`src/rtl/led_pattern_if.sv`:
```
// Control and LED-drive bundle between the button/debounce side and the pattern engine.
// The master drives the step pulses and pause; the slave (engine) drives LEDs and status.
interface led_pattern_if #(
    parameter int NUM_LEDS = 8,
    parameter int SPEED_W  = 2
);
    logic                speed_step;
    logic                mode_step;
    logic                pause;
    logic [NUM_LEDS-1:0] led_out;
    logic                tick;
    logic [SPEED_W-1:0]  speed_sel;
    logic [1:0]          mode_sel;

    modport master (
        output speed_step, mode_step, pause,
        input  led_out, tick, speed_sel, mode_sel
    );

    modport slave (
        input  speed_step, mode_step, pause,
        output led_out, tick, speed_sel, mode_sel
    );
endinterface

```
`src/rtl/led_pattern_engine.sv`:
```
// N-wide LED pattern generator: bounce / rotate / fill bar / blink, stepped by a
// binary-scaled period counter. All outputs come straight from registers.
module led_pattern_engine #(
    parameter int CLK_FREQ_HZ    = 10_000_000,
    parameter int BASE_PERIOD_MS = 1000,
    parameter int NUM_LEDS       = 8,
    parameter int NUM_SPEEDS     = 4,
    parameter int ACTIVE_LOW     = 1
) (
    input  logic          clk,
    input  logic          rst,
    led_pattern_if.slave  bus
);
    localparam int unsigned P0      = CLK_FREQ_HZ / 1000 * BASE_PERIOD_MS;
    localparam int          CNT_W   = $clog2(P0);
    localparam int          SPEED_W = (NUM_SPEEDS > 1) ? $clog2(NUM_SPEEDS) : 1;
    localparam int          POS_W   = $clog2(NUM_LEDS);
    localparam int          LVL_W   = $clog2(NUM_LEDS + 1);
    localparam logic [NUM_LEDS-1:0] POL = {NUM_LEDS{ACTIVE_LOW != 0}};

    typedef enum logic [1:0] {
        M_BOUNCE = 2'd0,
        M_ROTATE = 2'd1,
        M_FILL   = 2'd2,
        M_BLINK  = 2'd3
    } mode_t;

    mode_t               mode_q, mode_d;
    logic [SPEED_W-1:0]  speed_q, speed_d;
    logic [CNT_W-1:0]    cnt_q, cnt_d;
    logic [POS_W-1:0]    pos_q, pos_d;
    logic                dir_dn_q, dir_dn_d;
    logic [LVL_W-1:0]    level_q, level_d;
    logic                phase_q, phase_d;
    logic                tick_q, tick_d;
    logic [NUM_LEDS-1:0] led_q, led_d;

    logic [CNT_W-1:0]    last_cnt;
    logic                wrap, step_any, adv;
    logic [NUM_LEDS-1:0] lit;

    always_ff @(posedge clk or negedge rst) begin
        if (!rst) begin
            mode_q   <= M_BOUNCE;
            speed_q  <= '0;
            cnt_q    <= '0;
            pos_q    <= '0;
            dir_dn_q <= 1'b0;
            level_q  <= '0;
            phase_q  <= 1'b0;
            tick_q   <= 1'b0;
            led_q    <= POL ^ NUM_LEDS'(1);
        end else begin
            mode_q   <= mode_d;
            speed_q  <= speed_d;
            cnt_q    <= cnt_d;
            pos_q    <= pos_d;
            dir_dn_q <= dir_dn_d;
            level_q  <= level_d;
            phase_q  <= phase_d;
            tick_q   <= tick_d;
            led_q    <= led_d;
        end
    end

    // A step pulse pre-empts a wrap in the same cycle: clear only, no advance.
    always_comb begin
        last_cnt = CNT_W'((P0 >> speed_q) - 1);
        wrap     = (cnt_q == last_cnt);
        step_any = bus.speed_step | bus.mode_step;
        adv      = wrap & ~bus.pause & ~step_any;
        tick_d   = adv;

        if (step_any)       cnt_d = '0;
        else if (bus.pause) cnt_d = cnt_q;
        else if (wrap)      cnt_d = '0;
        else                cnt_d = cnt_q + CNT_W'(1);

        speed_d = speed_q;
        if (bus.speed_step)
            speed_d = (speed_q == SPEED_W'(NUM_SPEEDS - 1)) ? '0 : speed_q + SPEED_W'(1);
    end

    // Mode / pattern state machine.
    always_comb begin
        mode_d   = mode_q;
        pos_d    = pos_q;
        dir_dn_d = dir_dn_q;
        level_d  = level_q;
        phase_d  = phase_q;

        if (bus.mode_step) begin
            mode_d   = mode_t'(mode_q + 2'd1);
            pos_d    = '0;
            dir_dn_d = 1'b0;
            level_d  = '0;
            phase_d  = 1'b0;
        end else if (adv) begin
            case (mode_q)
                M_BOUNCE: begin
                    if (!dir_dn_q) begin
                        if (pos_q == POS_W'(NUM_LEDS - 1)) begin
                            pos_d    = POS_W'(NUM_LEDS - 2);
                            dir_dn_d = 1'b1;
                        end else begin
                            pos_d = pos_q + POS_W'(1);
                        end
                    end else begin
                        if (pos_q == '0) begin
                            pos_d    = POS_W'(1);
                            dir_dn_d = 1'b0;
                        end else begin
                            pos_d = pos_q - POS_W'(1);
                        end
                    end
                end
                M_ROTATE: pos_d   = (pos_q == POS_W'(NUM_LEDS - 1)) ? '0 : pos_q + POS_W'(1);
                M_FILL:   level_d = (level_q == LVL_W'(NUM_LEDS)) ? '0 : level_q + LVL_W'(1);
                M_BLINK:  phase_d = ~phase_q;
                default:  ;
            endcase
        end
    end

    // LED image is rendered from next-state so LEDs and tick change on the same edge.
    always_comb begin
        lit = '0;
        for (int i = 0; i < NUM_LEDS; i++) begin
            case (mode_d)
                M_BOUNCE, M_ROTATE: lit[i] = (i == int'(pos_d));
                M_FILL:             lit[i] = (i < int'(level_d));
                M_BLINK:            lit[i] = phase_d;
                default:            lit[i] = 1'b0;
            endcase
        end
        led_d = lit ^ POL;
    end

    assign bus.led_out   = led_q;
    assign bus.tick      = tick_q;
    assign bus.speed_sel = speed_q;
    assign bus.mode_sel  = mode_q;
endmodule

```
`src/flat_wrapper.sv`:
```
// flat-port wrapper written by rule: the top's interface ports become plain ports
module led_pattern_engine_flat 
#(
    parameter int CLK_FREQ_HZ    = 10_000_000,
    parameter int BASE_PERIOD_MS = 1000,
    parameter int NUM_LEDS       = 8,
    parameter int NUM_SPEEDS     = 4,
    parameter int ACTIVE_LOW     = 1
)
  (clk, rst, bus_speed_step, bus_mode_step, bus_pause, bus_led_out, bus_tick, bus_speed_sel, bus_mode_sel);
  led_pattern_if #(.NUM_LEDS(NUM_LEDS), .SPEED_W(2)) bus_i ();
  input  logic clk;
  input  logic rst;
  input wire logic [$bits(bus_i.speed_step)-1:0] bus_speed_step;
  input wire logic [$bits(bus_i.mode_step)-1:0] bus_mode_step;
  input wire logic [$bits(bus_i.pause)-1:0] bus_pause;
  output wire logic [$bits(bus_i.led_out)-1:0] bus_led_out;
  output wire logic [$bits(bus_i.tick)-1:0] bus_tick;
  output wire logic [$bits(bus_i.speed_sel)-1:0] bus_speed_sel;
  output wire logic [$bits(bus_i.mode_sel)-1:0] bus_mode_sel;
  assign bus_i.speed_step = bus_speed_step;
  assign bus_i.mode_step = bus_mode_step;
  assign bus_i.pause = bus_pause;
  assign bus_led_out = bus_i.led_out;
  assign bus_tick = bus_i.tick;
  assign bus_speed_sel = bus_i.speed_sel;
  assign bus_mode_sel = bus_i.mode_sel;
  led_pattern_engine #(.CLK_FREQ_HZ(CLK_FREQ_HZ), .BASE_PERIOD_MS(BASE_PERIOD_MS), .NUM_LEDS(NUM_LEDS), .NUM_SPEEDS(NUM_SPEEDS), .ACTIVE_LOW(ACTIVE_LOW)) u_core (.clk(clk), .rst(rst), .bus(bus_i));
endmodule
```
`config.mk`:
```
export PLATFORM = sky130hd
export DESIGN_NAME = led_pattern_engine_flat
export DESIGN_NICKNAME = d
export VERILOG_FILES = /design/src/rtl/led_pattern_if.sv /design/src/rtl/led_pattern_engine.sv /design/src/flat_wrapper.sv
export SDC_FILE = /design/constraint.sdc
export NUM_CORES = 1
export LEC_CHECK = 0
export CORE_ASPECT_RATIO = 1.25
export CORE_MARGIN = 1.5
export CORE_UTILIZATION = 60
export CTS_CLUSTER_SIZE = 28
export DETAILED_ROUTE_END_ITERATION = 7
export GPL_ROUTABILITY_DRIVEN = 1
export MAX_ROUTING_LAYER = met4
export PLACE_DENSITY = 0.8
export SLEW_MARGIN = 20
export SYNTH_ARGS = -nofsm -noshare
export SYNTH_HDL_FRONTEND = slang
export SYNTH_SLANG_ARGS = --single-unit
export TNS_END_PERCENT = 1
```
`constraint.sdc`:
```
create_clock -name clk -period 4.1 [get_ports clk]
set_input_delay 1.23 -clock clk [delete_from_list [all_inputs] [get_ports clk]]
set_output_delay 1.23 -clock clk [all_outputs]
set_load 0.005 [all_outputs]
```
After elaboration in Yosys (flattened, before gate mapping)

Cells that the tools add are included.

Register bits after elaboration: 46
Input bits: 5
Output and inout port bits: 13
Logic and storage cells: 91

Add/subtract/negate cells: 7
$lt $le $gt $ge: 8
Equality and inequality tests: 18
Shifts and indexed selects: 1
Mux-type cells: 33
Bitwise gates (word level): 7
Reductions and logical operators: 8

Operators with widths:

| kind                                                                   | count |
|---|---|
| 24-bit 2-to-1 mux                                                      | 3 |
| 24-bit by 1-bit adder with 24-bit output (second input constant)       | 1 |
| 24-bit equality test                                                   | 1 |
| 1-bit one-hot mux with 3 select lines                                  | 8 |
| 24-bit by 2-bit >> shifter with 24-bit output (first input constant)   | 1 |
| 24-bit by 1-bit subtractor with 24-bit output (second input constant)  | 1 |
| 3-bit 2-to-1 mux                                                       | 6 |
| 3-bit by 4-bit < comparator with 1-bit output (first input constant)   | 4 |
| 4-bit 2-to-1 mux                                                       | 4 |
| 3-bit equality test (first input constant)                             | 4 |
| 2-bit equality test (second input constant)                            | 5 |
| 1-bit 2-to-1 mux                                                       | 9 |
| 1-bit by 4-bit < comparator with 1-bit output (first input constant)   | 2 |
| 2-bit by 4-bit < comparator with 1-bit output (first input constant)   | 2 |
| 8-bit inverter                                                         | 1 |
| 2-bit by 3-bit equality test with 1-bit output (first input constant)  | 2 |
| 3-bit logical NOT                                                      | 2 |
| 3-bit one-hot mux with 2 select lines                                  | 1 |
| 2-bit by 1-bit adder with 2-bit output (second input constant)         | 2 |
| 4-bit by 1-bit adder with 4-bit output (second input constant)         | 1 |
| 2-bit by 1-bit equality test with 1-bit output (second input constant) | 2 |
| 4-bit equality test (second input constant)                            | 1 |
| 2-bit logical NOT                                                      | 2 |
| 2-bit 2-to-1 mux                                                       | 2 |
| other kinds (11)                                                       | 15 |

Logic depth before layout (Yosys ltp)

Gate-level depths: netlist of run 1.

Depth after elaboration: 10
Gate-level depth with buffers: 12

Least setup slack after synthesis of run 1

OpenSTA, ideal clock, no wires.

Kind: input-to-reg
Start point: input port bus_mode_step
End point: register u_core.led_q[0], in the netlist u_core.bus.led_out[0]
Library setup time: 0.130 ns
Arrival: 3.035 ns
Required time: 3.970 ns
Slack: 0.934 ns
Stages: 9
Buffers on the path: 1
Cell sequence: buf_4 -> or3_1 -> a211oi_1 -> nand4_1 -> nor2_1 -> mux2i_1 -> inv_1 -> nor3_1 -> o22ai_1

Cells in the longest elaborated chain, start to end: 8

Ends and longest elaborated chain:

| element                                   | line                      | RTL |
|---|---|---|
| from (decl)                               | flat_wrapper.sv:15        | `input wire logic [$bits(bus_i.mode_step)-1:0] bus_mode_step;` |
| 1-bit OR                                  | led_pattern_engine.sv:70  | `step_any = bus.speed_step \| bus.mode_step;` |
| 1-bit inverter                            | led_pattern_engine.sv:71  | `adv = wrap & ~bus.pause & ~step_any;` |
| 1-bit AND                                 | led_pattern_engine.sv:71  |  |
| 3-bit 2-to-1 mux                          | led_pattern_engine.sv:98  | `end else if (adv) begin` |
| 3-bit 2-to-1 mux (*)                      | led_pattern_engine.sv:92  | `if (bus.mode_step) begin` |
| net u_core.pos_d[2]                       | led_pattern_engine.sv:31  | `logic [POS_W-1:0] pos_q, pos_d;` |
| 3-bit logical NOT (*)                     | led_pattern_engine.sv:130 | `M_BOUNCE, M_ROTATE: lit[i] = (i == int'(pos_d));` |
| 1-bit one-hot mux with 3 select lines (*) | led_pattern_engine.sv:129 | `case (mode_d)` |
| 8-bit inverter (no source line) (*)       | -                         |  |
| net u_core.led_d[0]                       | led_pattern_engine.sv:36  | `logic [NUM_LEDS-1:0] led_q, led_d;` |
| to (signal assigned)                      | led_pattern_engine.sv:52  | `led_q <= POL ^ NUM_LEDS'(1);` |
| to (signal assigned)                      | led_pattern_engine.sv:62  | `led_q <= led_d;` |
| to (decl)                                 | led_pattern_engine.sv:36  |  |

Mark *: on every way through the listed nets, which the timed path passes. The rest lies on a longest branch.
A chain may end at the register's enable or synchronous reset.

Worst setup path after layout of run 1

Start point: register u_core.speed_q[0], in the netlist u_core.bus.speed_sel[0]
End point: register u_core.led_q[2], in the netlist u_core.bus.led_out[2]

Cells in the longest elaborated chain, start to end: 10

Ends and longest elaborated chain:

| element                                       | line                      | RTL |
|---|---|---|
| from (decl)                                   | led_pattern_engine.sv:29  | `logic [SPEED_W-1:0] speed_q, speed_d;` |
| from (signal assigned)                        | led_pattern_engine.sv:55  | `speed_q <= speed_d;` |
| 24-bit by 2-bit >> shifter with 24-bit output | led_pattern_engine.sv:68  | `last_cnt = CNT_W'((P0 >> speed_q) - 1);` |
| 24-bit by 1-bit subtractor with 24-bit output | led_pattern_engine.sv:68  |  |
| 24-bit equality test                          | led_pattern_engine.sv:69  | `wrap = (cnt_q == last_cnt);` |
| 1-bit AND (2 in series)                       | led_pattern_engine.sv:71  |  |
| 3-bit 2-to-1 mux                              | led_pattern_engine.sv:98  |  |
| 3-bit 2-to-1 mux                              | led_pattern_engine.sv:92  |  |
| net u_core.pos_d[1]                           | led_pattern_engine.sv:31  |  |
| 3-bit equality test                           | led_pattern_engine.sv:130 |  |
| 1-bit one-hot mux with 3 select lines         | led_pattern_engine.sv:129 |  |
| 8-bit inverter (no source line)               | -                         |  |
| net u_core.led_d[2]                           | led_pattern_engine.sv:36  |  |

The timed path passes the listed nets, and every way through them passes these cells.

==> reports/qor.yml, run 1 <==
grt:
  grt_use_total: 0.291
  grt_pass1_wl_um: 12400
  gr-total-overflow: 0
  first_global_vias: 2777
  grt_max_degree: 47
  antenna_found_initial: 0
clock_tree:
  cts_resized: 0
  htree_levels: 2
  postCtsSetupBuffers: 0
  clock-sinks: 46
  hold_buffers: 0
  clk_pin_slew_worst_paths_ps: 90
  clock_latency_ps: 310
  root_buffer: "clkbuf_8"
  cts_tree: "yes"
  clock_path_buffers: 2
  numCtsBuffers: 5
timing:
  hold_ws_ps: 536
  worst_slack_ps: 673
  finalSetupViolations: 0
  finalCriticalPeriod_ps: 3430
  fmax_ghz: 0.292
  period_share: 0.836
  setup-tns-final_ps: 0
  hold_viol: 0
  worst_pin_slew_ps: 648
  rsz0062_at_grt: "false"
  slew_headroom: 0.564
  final_max_slew_viol_count: 0
  fin_skew_ps: 10.5
drt:
  vias: 2737
  drt_iter0_markers: 164
  drcViolationCount: 0
  drt-pass1-iter-count: 4
  vias_per_cell: 6.29
  drtAntennaViolNets: 0
  finalWirelength_um: 7300
  wire_per_inst_um: 16.8
synth:
  ys_types: 65
  synth_seq_cells: 46
  synth-edff-count: 0
  syn_inst: 353
  ys_warn_count: 0
  synth-seq-area-share: 0.372
  ys_async_sr_fraction: 1.00
  mappedNetlistNets: 379
  avgSynthCellArea_sq_um: 8.82
  netlist_area_sq_um: 3110
  synth_flop_cell: "dfrtp_1"
cells_and_area:
  drive_gt1_frac: 0.0912
  final_nets: 398
  num_antenna_cells: 0
  stdcell_count: 435
  n_fill_cell: 437
  area_growth_pct: 11.0
  fin_area_sq_um: 3460
setup_path:
  r2r_slack_ps: 670
  cp_max_fo: 6
  critPathRequiredTime_ps: 4340
  crit_path_end_kind: "flip-flop"
  critical_path_class: "flip-flop to flip-flop"
  start_kind: "flip-flop"
  worst_ep_arrival_time_ps: 3660
floorplan:
  fp.dieArea_sq_um: 5630
  die-width_um: 67.4
  core-area_sq_um: 5040
  die_h_um: 83.6
  start_util: 0.617
  ioPinCount: 18
  rows: 29
place:
  place_area_sq_um: 3350
  dp.cells: 427
  port_buffers: 17
  dp_hpwl_um: 5330
  pre_cts_ws_ps: 459
  gp_congestion: 0.899
hold_path:
  min_path_type: "flip-flop to flip-flop"
pwr:
  ir_worst_vdd_v: 0.000211
  p_leak_nw: 1.43
  powerDensity_nw_per_um2: 403
run_status:
  status: "finished clean"
run:
  maxCapViolCount: 0
## worst max-delay path, stage by stage, from the launching register on
cell and delay, ps:
dfrtp_1 460, inv_1 190, ha_1 260, inv_1 70, ha_1 280, xnor2_1 130, nor4_2 530, nand4_1 290
nor3_2 440, a32o_1 360, nor3b_1 230, o32ai_1 120
## path summary, 6_finish.rpt
path | startpoint | end | cells after the start
worst min register to register | u_core.cnt_q[3] | u_core.cnt_q[3] | 1
worst max register to register | u_core.bus.speed_sel[0] | u_core.bus.led_out[2] | 11
worst min-delay path | u_core.cnt_q[3] | u_core.cnt_q[3] | 1
min in group asynchronous | rst | u_core.pos_q[0] | 1
max in group asynchronous | rst | u_core.cnt_q[0] | 1
worst max-delay path | u_core.bus.speed_sel[0] | u_core.bus.led_out[2] | 11
## report_power, final
group / switching (W) / total (W) / internal (W) / leakage [nW]
logic: 0.000277 / 0.000506 / 0.000229 / 0.767
clock network: 0.000164 / 0.000319 / 0.000155 / 0.0544
registers: 0.0000437 / 0.000567 / 0.000523 / 0.609
## routing by layer
| layer | wire (um) | up-vias | global-route usage |
|---|---|---|---|
| met3 | 223 | 24 | 0.0459 |
| met2 | 3960 | 66 | 0.515 |
| met5 | 0 | - | - |
| met1 | 2920 | 1336 | 0.316 |
| met4 | 207 | 0 | 0.115 |
| li1 | - | 1311 | - |
## synthesized netlist by cell type, drive strengths merged, types with 4 or more instances
master   n  area (sq um)
dfrtp   39           976
xor2    10          87.6
or4      4          37.5
or3      5          31.3
a21oi    5          28.8
a211oi   4          30.0
nor4     6          43.8
dfstp    7           184
clkbuf   7          27.5
o31ai    4          30.0
xnor2   10          87.6
nor2    22          82.6
nand2   40           150
inv     23          86.3
nand3   15          75.1
nand4    9          56.3
o21ai   40           200
nor3     9          50.1
ha      21           263
nor3b    6          45.0
and3    10          63.8
## kinds of logic after synthesis
kind of cell             after synthesis  share of synthesized area
adder cells (fa/ha/maj)               21                     0.0844
flip-flops                            46                      0.372
multiplexers                           4                     0.0133
AND/OR/NAND/NOR                      146                      0.256
AO/OA/AOI/OAI                         82                      0.172
XOR/XNOR                              20                     0.0562
buffers and inverters                 34                     0.0454
## layout by cell type, fill, tap and decap left out, types with 3 or more instances in the layout
cell	netlist	layout
mux2i_1	3	3
a21oi_1	4	4
nand2_1	40	40
dfstp_2	7	7
nor3b_1	6	5
xnor2_1	10	10
a22o_1	3	3
o31ai_1	4	4
ha_1	21	21
nand4_1	9	9
buf_4	1	6
dfrtp_1	39	39
or3_1	5	5
nand3_1	15	15
clkdlybuf4s50_1	0	16
o2bb2ai_1	3	3
nor4_1	5	5
o21ai_0	39	39
and3_1	9	9
nand3b_1	3	3
inv_1	23	23
clkbuf_8	0	7
a211oi_1	4	4
nor3_1	8	8
o22ai_1	3	3
nor2_1	22	22
xor2_1	10	10
## stage by stage
step / total power (W) / utilization
after floorplan: 0.000875 / -
after global placement: 0.00106 / 0.664
after detailed placement: 0.00108 / 0.664
after CTS: 0.00140 / 0.685
after global routing: 0.00148 / 0.685
final: 0.00139 / 0.685
## final cells by class
cell class / count / area (sq um) / share of cell area
inverter: 24 / 90.1 / 0.0261
multi-input combinational: 273 / 1820 / 0.526
clock inverter: 1 / 8.76 / 0.00253
timing repair buffer: 22 / 205 / 0.0594
sequential: 46 / 1160 / 0.336
tap: 62 / 77.6 / 0.0224
clock buffer: 7 / 96.3 / 0.0279
## state kept, by name, indices dropped and copies added, names as in the netlist
signal / count
u_core.bus.tick: 1
u_core.level_q: 4
u_core.cnt_q: 24
u_core.dir_dn_q: 1
u_core.bus.speed_sel: 2
u_core.bus.led_out: 8
u_core.bus.mode_sel: 2
u_core.pos_q: 3
u_core.phase_q: 1
Note: power is estimated with default switching activity, not from simulation.
==> inputs of run 2 (changes only) <==
--- a/config.mk
+++ b/config.mk
@@ -7,12 +7,12 @@
 export LEC_CHECK = 0
 export CORE_ASPECT_RATIO = 1.25
 export CORE_MARGIN = 1.5
-export CORE_UTILIZATION = 60
+export CORE_UTILIZATION = 54
 export CTS_CLUSTER_SIZE = 28
 export DETAILED_ROUTE_END_ITERATION = 7
 export GPL_ROUTABILITY_DRIVEN = 1
 export MAX_ROUTING_LAYER = met4
-export PLACE_DENSITY = 0.8
+export PLACE_DENSITY = 0.76
 export SLEW_MARGIN = 20
 export SYNTH_ARGS = -nofsm -noshare
 export SYNTH_HDL_FRONTEND = slang
==> constraint.sdc (replaced) <==
create_clock -name clk -period 2.9 [get_ports clk]
set_input_delay 0.87 -clock clk [delete_from_list [all_inputs] [get_ports clk]]
set_output_delay 0.87 -clock clk [all_outputs]
set_load 0.005 [all_outputs]
==> run 2 against run 1 <==
- the flow now finishes with violations (setup timing)
- first-iteration DRC count grew 1.2%
- sequential cell count is the same
- combinational power grew 130%
- global-route usage shrank 1.7 points
- register-to-register slack lost 820 ps
- via count grew 8.8%
- non-clock buffer count grew 57
==> reports/qor.yml, run 2 (synthesis results as in run 1) <==
cells_and_area:
  most-common-layout-cells: "buf_4 (53), nand2_1 (40), dfrtp_1 (38)"
  largest_register_ffs: 24  # unchanged
  final_common_cell: "buf_4"
  drive_gt1_frac: 0.279  # +0.188
  num_antenna_cells: 0  # unchanged
  largest-register: "u_core.cnt_q"
  area_growth_pct: 31.9
  area.sequential_sq_um: 1160  # +0.11%
  final_nets: 455  # +14%
  n_fill_cell: 373  # -15%
  stdcell_count: 494  # +14%
  multi_input_area_sq_um: 2020  # +11%
pwr:
  finalPower_w: 0.00236  # +70%
  p_leak_nw: 1.76  # +23%
  ir_worst_vdd_v: 0.000400  # +90%
  powerDensity_nw_per_um2: 575  # +43%
hold_path:
  min_path_type: "input port to asynchronous set/reset pin"
grt:
  grt_max_degree: 26  # -45%
  gr-total-overflow: 0  # unchanged
  antenna_found_initial: 0  # unchanged
  first_global_vias: 2912  # +4.9%
  grt_pass1_wl_um: 13200  # +7.0%
  grt_use_total: 0.274  # -0.0169
place:
  dp.cells: 472  # +11%
  port_buffers: 17  # unchanged
  dp_hpwl_um: 5830  # +9.3%
  gp_congestion: 0.909  # +1.1%
setup_path:
  cp_top_family: "simple AND/OR/NAND/NOR gates"
  critical_path_class: "flip-flop to flip-flop"
  cp_max_fo: 5  # -1
  crit_path_end_kind: "flip-flop"
  worst_ep_arrival_time_ps: 3220  # -440 ps
  critPathRequiredTime_ps: 3080  # -1260 ps
  path_common_cell: "or4_4"
  start_kind: "flip-flop"
  path_buf_inv: 2  # unchanged
  worst_path_max_delay_cell: "or4_4"
  cpPeakStageDelay_ps: 580  # +50 ps
  cp_cell_sequence: "inv_2, buf_6, ha_4, and4bb_2, a22oi_2, or4_4, or4_4, a21o_1, a41oi_1, o22ai_1"
timing:
  worst_pin_slew_ps: 611  # -37.5 ps
  finalCriticalPeriod_ps: 3040  # -384 ps
  slew_headroom: 0.589  # +0.0252
  final_max_slew_viol_count: 0  # unchanged
  rsz0062_at_grt: "true"
  fmax_ghz: 0.329  # +13%
  hold_viol: 0  # unchanged
  fin_skew_ps: 11.6  # +1.15 ps
  finalSetupViolations: 9  # +9
  period_share: 1.05  # +0.214
  worst_slack_ps: -144  # -816 ps
clock_tree:
  root_buffer: "clkbuf_8"
  clock_latency_ps: 300  # about the same
  numCtsBuffers: 5  # unchanged
  clock-sinks: 46  # unchanged
  htree_levels: 2  # unchanged
  clock_path_buffers: 2  # unchanged
  cts_tree: "yes"
  clk_pin_slew_worst_paths_ps: 90  # about the same
drt:
  drtAntennaViolNets: 0  # unchanged
  drt_iter0_markers: 166  # +1.2%
  drcViolationCount: 0  # unchanged
  finalWirelength_um: 8600  # +18%
  vias_per_cell: 6.03  # -4.2%
  wire_per_inst_um: 17.4  # +3.7%
  drt-pass1-iter-count: 4  # unchanged
  vias: 2977  # +8.8%
run_status:
  violations: "setup timing"
  status: "finished, violations left"
floorplan:
  ioPinCount: 18  # unchanged
  fp.dieArea_sq_um: 6230  # +11%
  die_h_um: 87.9  # +5.2%
  core-area_sq_um: 5480  # +8.7%
  start_util: 0.568  # -0.0492
  rows: 30  # +3.4%
  die-width_um: 70.9  # +5.2%
run:
  maxCapViolCount: 0  # unchanged
==> run 2: cell count changes in the layout (fill, tap and decap cells not counted), sizes merged <==
cell and delta:
buf +57
==> run 2: worst reg2reg max path, stage by stage, from the launching register on <==
cell and delay (ps):
dfrtp_1 420, inv_2 120, buf_6 110, ha_4 190, and4bb_2 300, a22oi_2 70, or4_4 540, or4_4 590
a21o_1 220, a41oi_1 260, o22ai_1 130
==> run 2: layout make-up <==
cell class                      count  share of cell area
Clock buffer                        7              0.0210
Clock inverter                      1             0.00122
Inverter                           24              0.0225
Multi-Input combinational cell    273               0.493
Sequential cell                    46               0.283
Tap cell                           64              0.0195
Timing Repair Buffer               79               0.160
==> run 2: power by group <==
group          switching [W]  internal [W]  total (W)
Sequential         0.0000474      0.000741   0.000789
Clock               0.000213      0.000193   0.000405
Combinational       0.000563      0.000605    0.00117
==> run 2: repair_timing <==
| action | in CTS | in global routing |
|---|---|---|
| cloned | 0 | 1 |
| resized for setup | 14 | 33 |
| hold endpoints to repair | 0 | 0 |
| pin swaps | 11 | 24 |
| hold buffers | 0 | 0 |
| endpoints found under the setup margin | 10 | 25 |
| buffers inserted | 9 | 4 |
==> run 2: worst paths after layout <==
check                      depth (start not counted)                     from                     to  slack, ps
setup reg to reg                                  10  u_core.bus.speed_sel[0]  u_core.bus.led_out[0]       -140
max in group asynchronous                          2                      rst  u_core.bus.led_out[7]       1800
setup / recovery                                  10  u_core.bus.speed_sel[0]  u_core.bus.led_out[0]       -140
hold reg to reg                                    1          u_core.cnt_q[3]        u_core.cnt_q[3]        550
min in group clk                                   1          u_core.cnt_q[3]        u_core.cnt_q[3]        550
hold / removal                                     1                      rst       u_core.cnt_q[10]        500
==> run 2: per-stage QoR <==
| step | setup TNS [ps] | instance area [sq um] | hold WS, ps | setup WS [ps] | util |
|---|---|---|---|---|---|
| final | -848 | 4110 | 499 | -144 | 0.750 |
| after global routing | -3370 | 4110 | 519 | -259 | 0.750 |
| after global placement | -1330 | 3710 | 512 | -183 | 0.676 |
| after CTS | -261 | 3920 | 493 | -85.5 | 0.715 |
| after floorplan | -0.358 | 3150 | 473 | -0.358 | - |
| after detailed placement | -2150 | 3710 | 527 | -288 | 0.676 |
==> run 2: routing by layer <==
layer / part of all wire / vias up / global-route usage
met4: 0.037 / 0 / 0.0926
met5: 0 / - / -
met1: 0.40 / 1442 / 0.290
met3: 0.028 / 30 / 0.0380
met2: 0.54 / 83 / 0.520
li1: - / 1422 / -
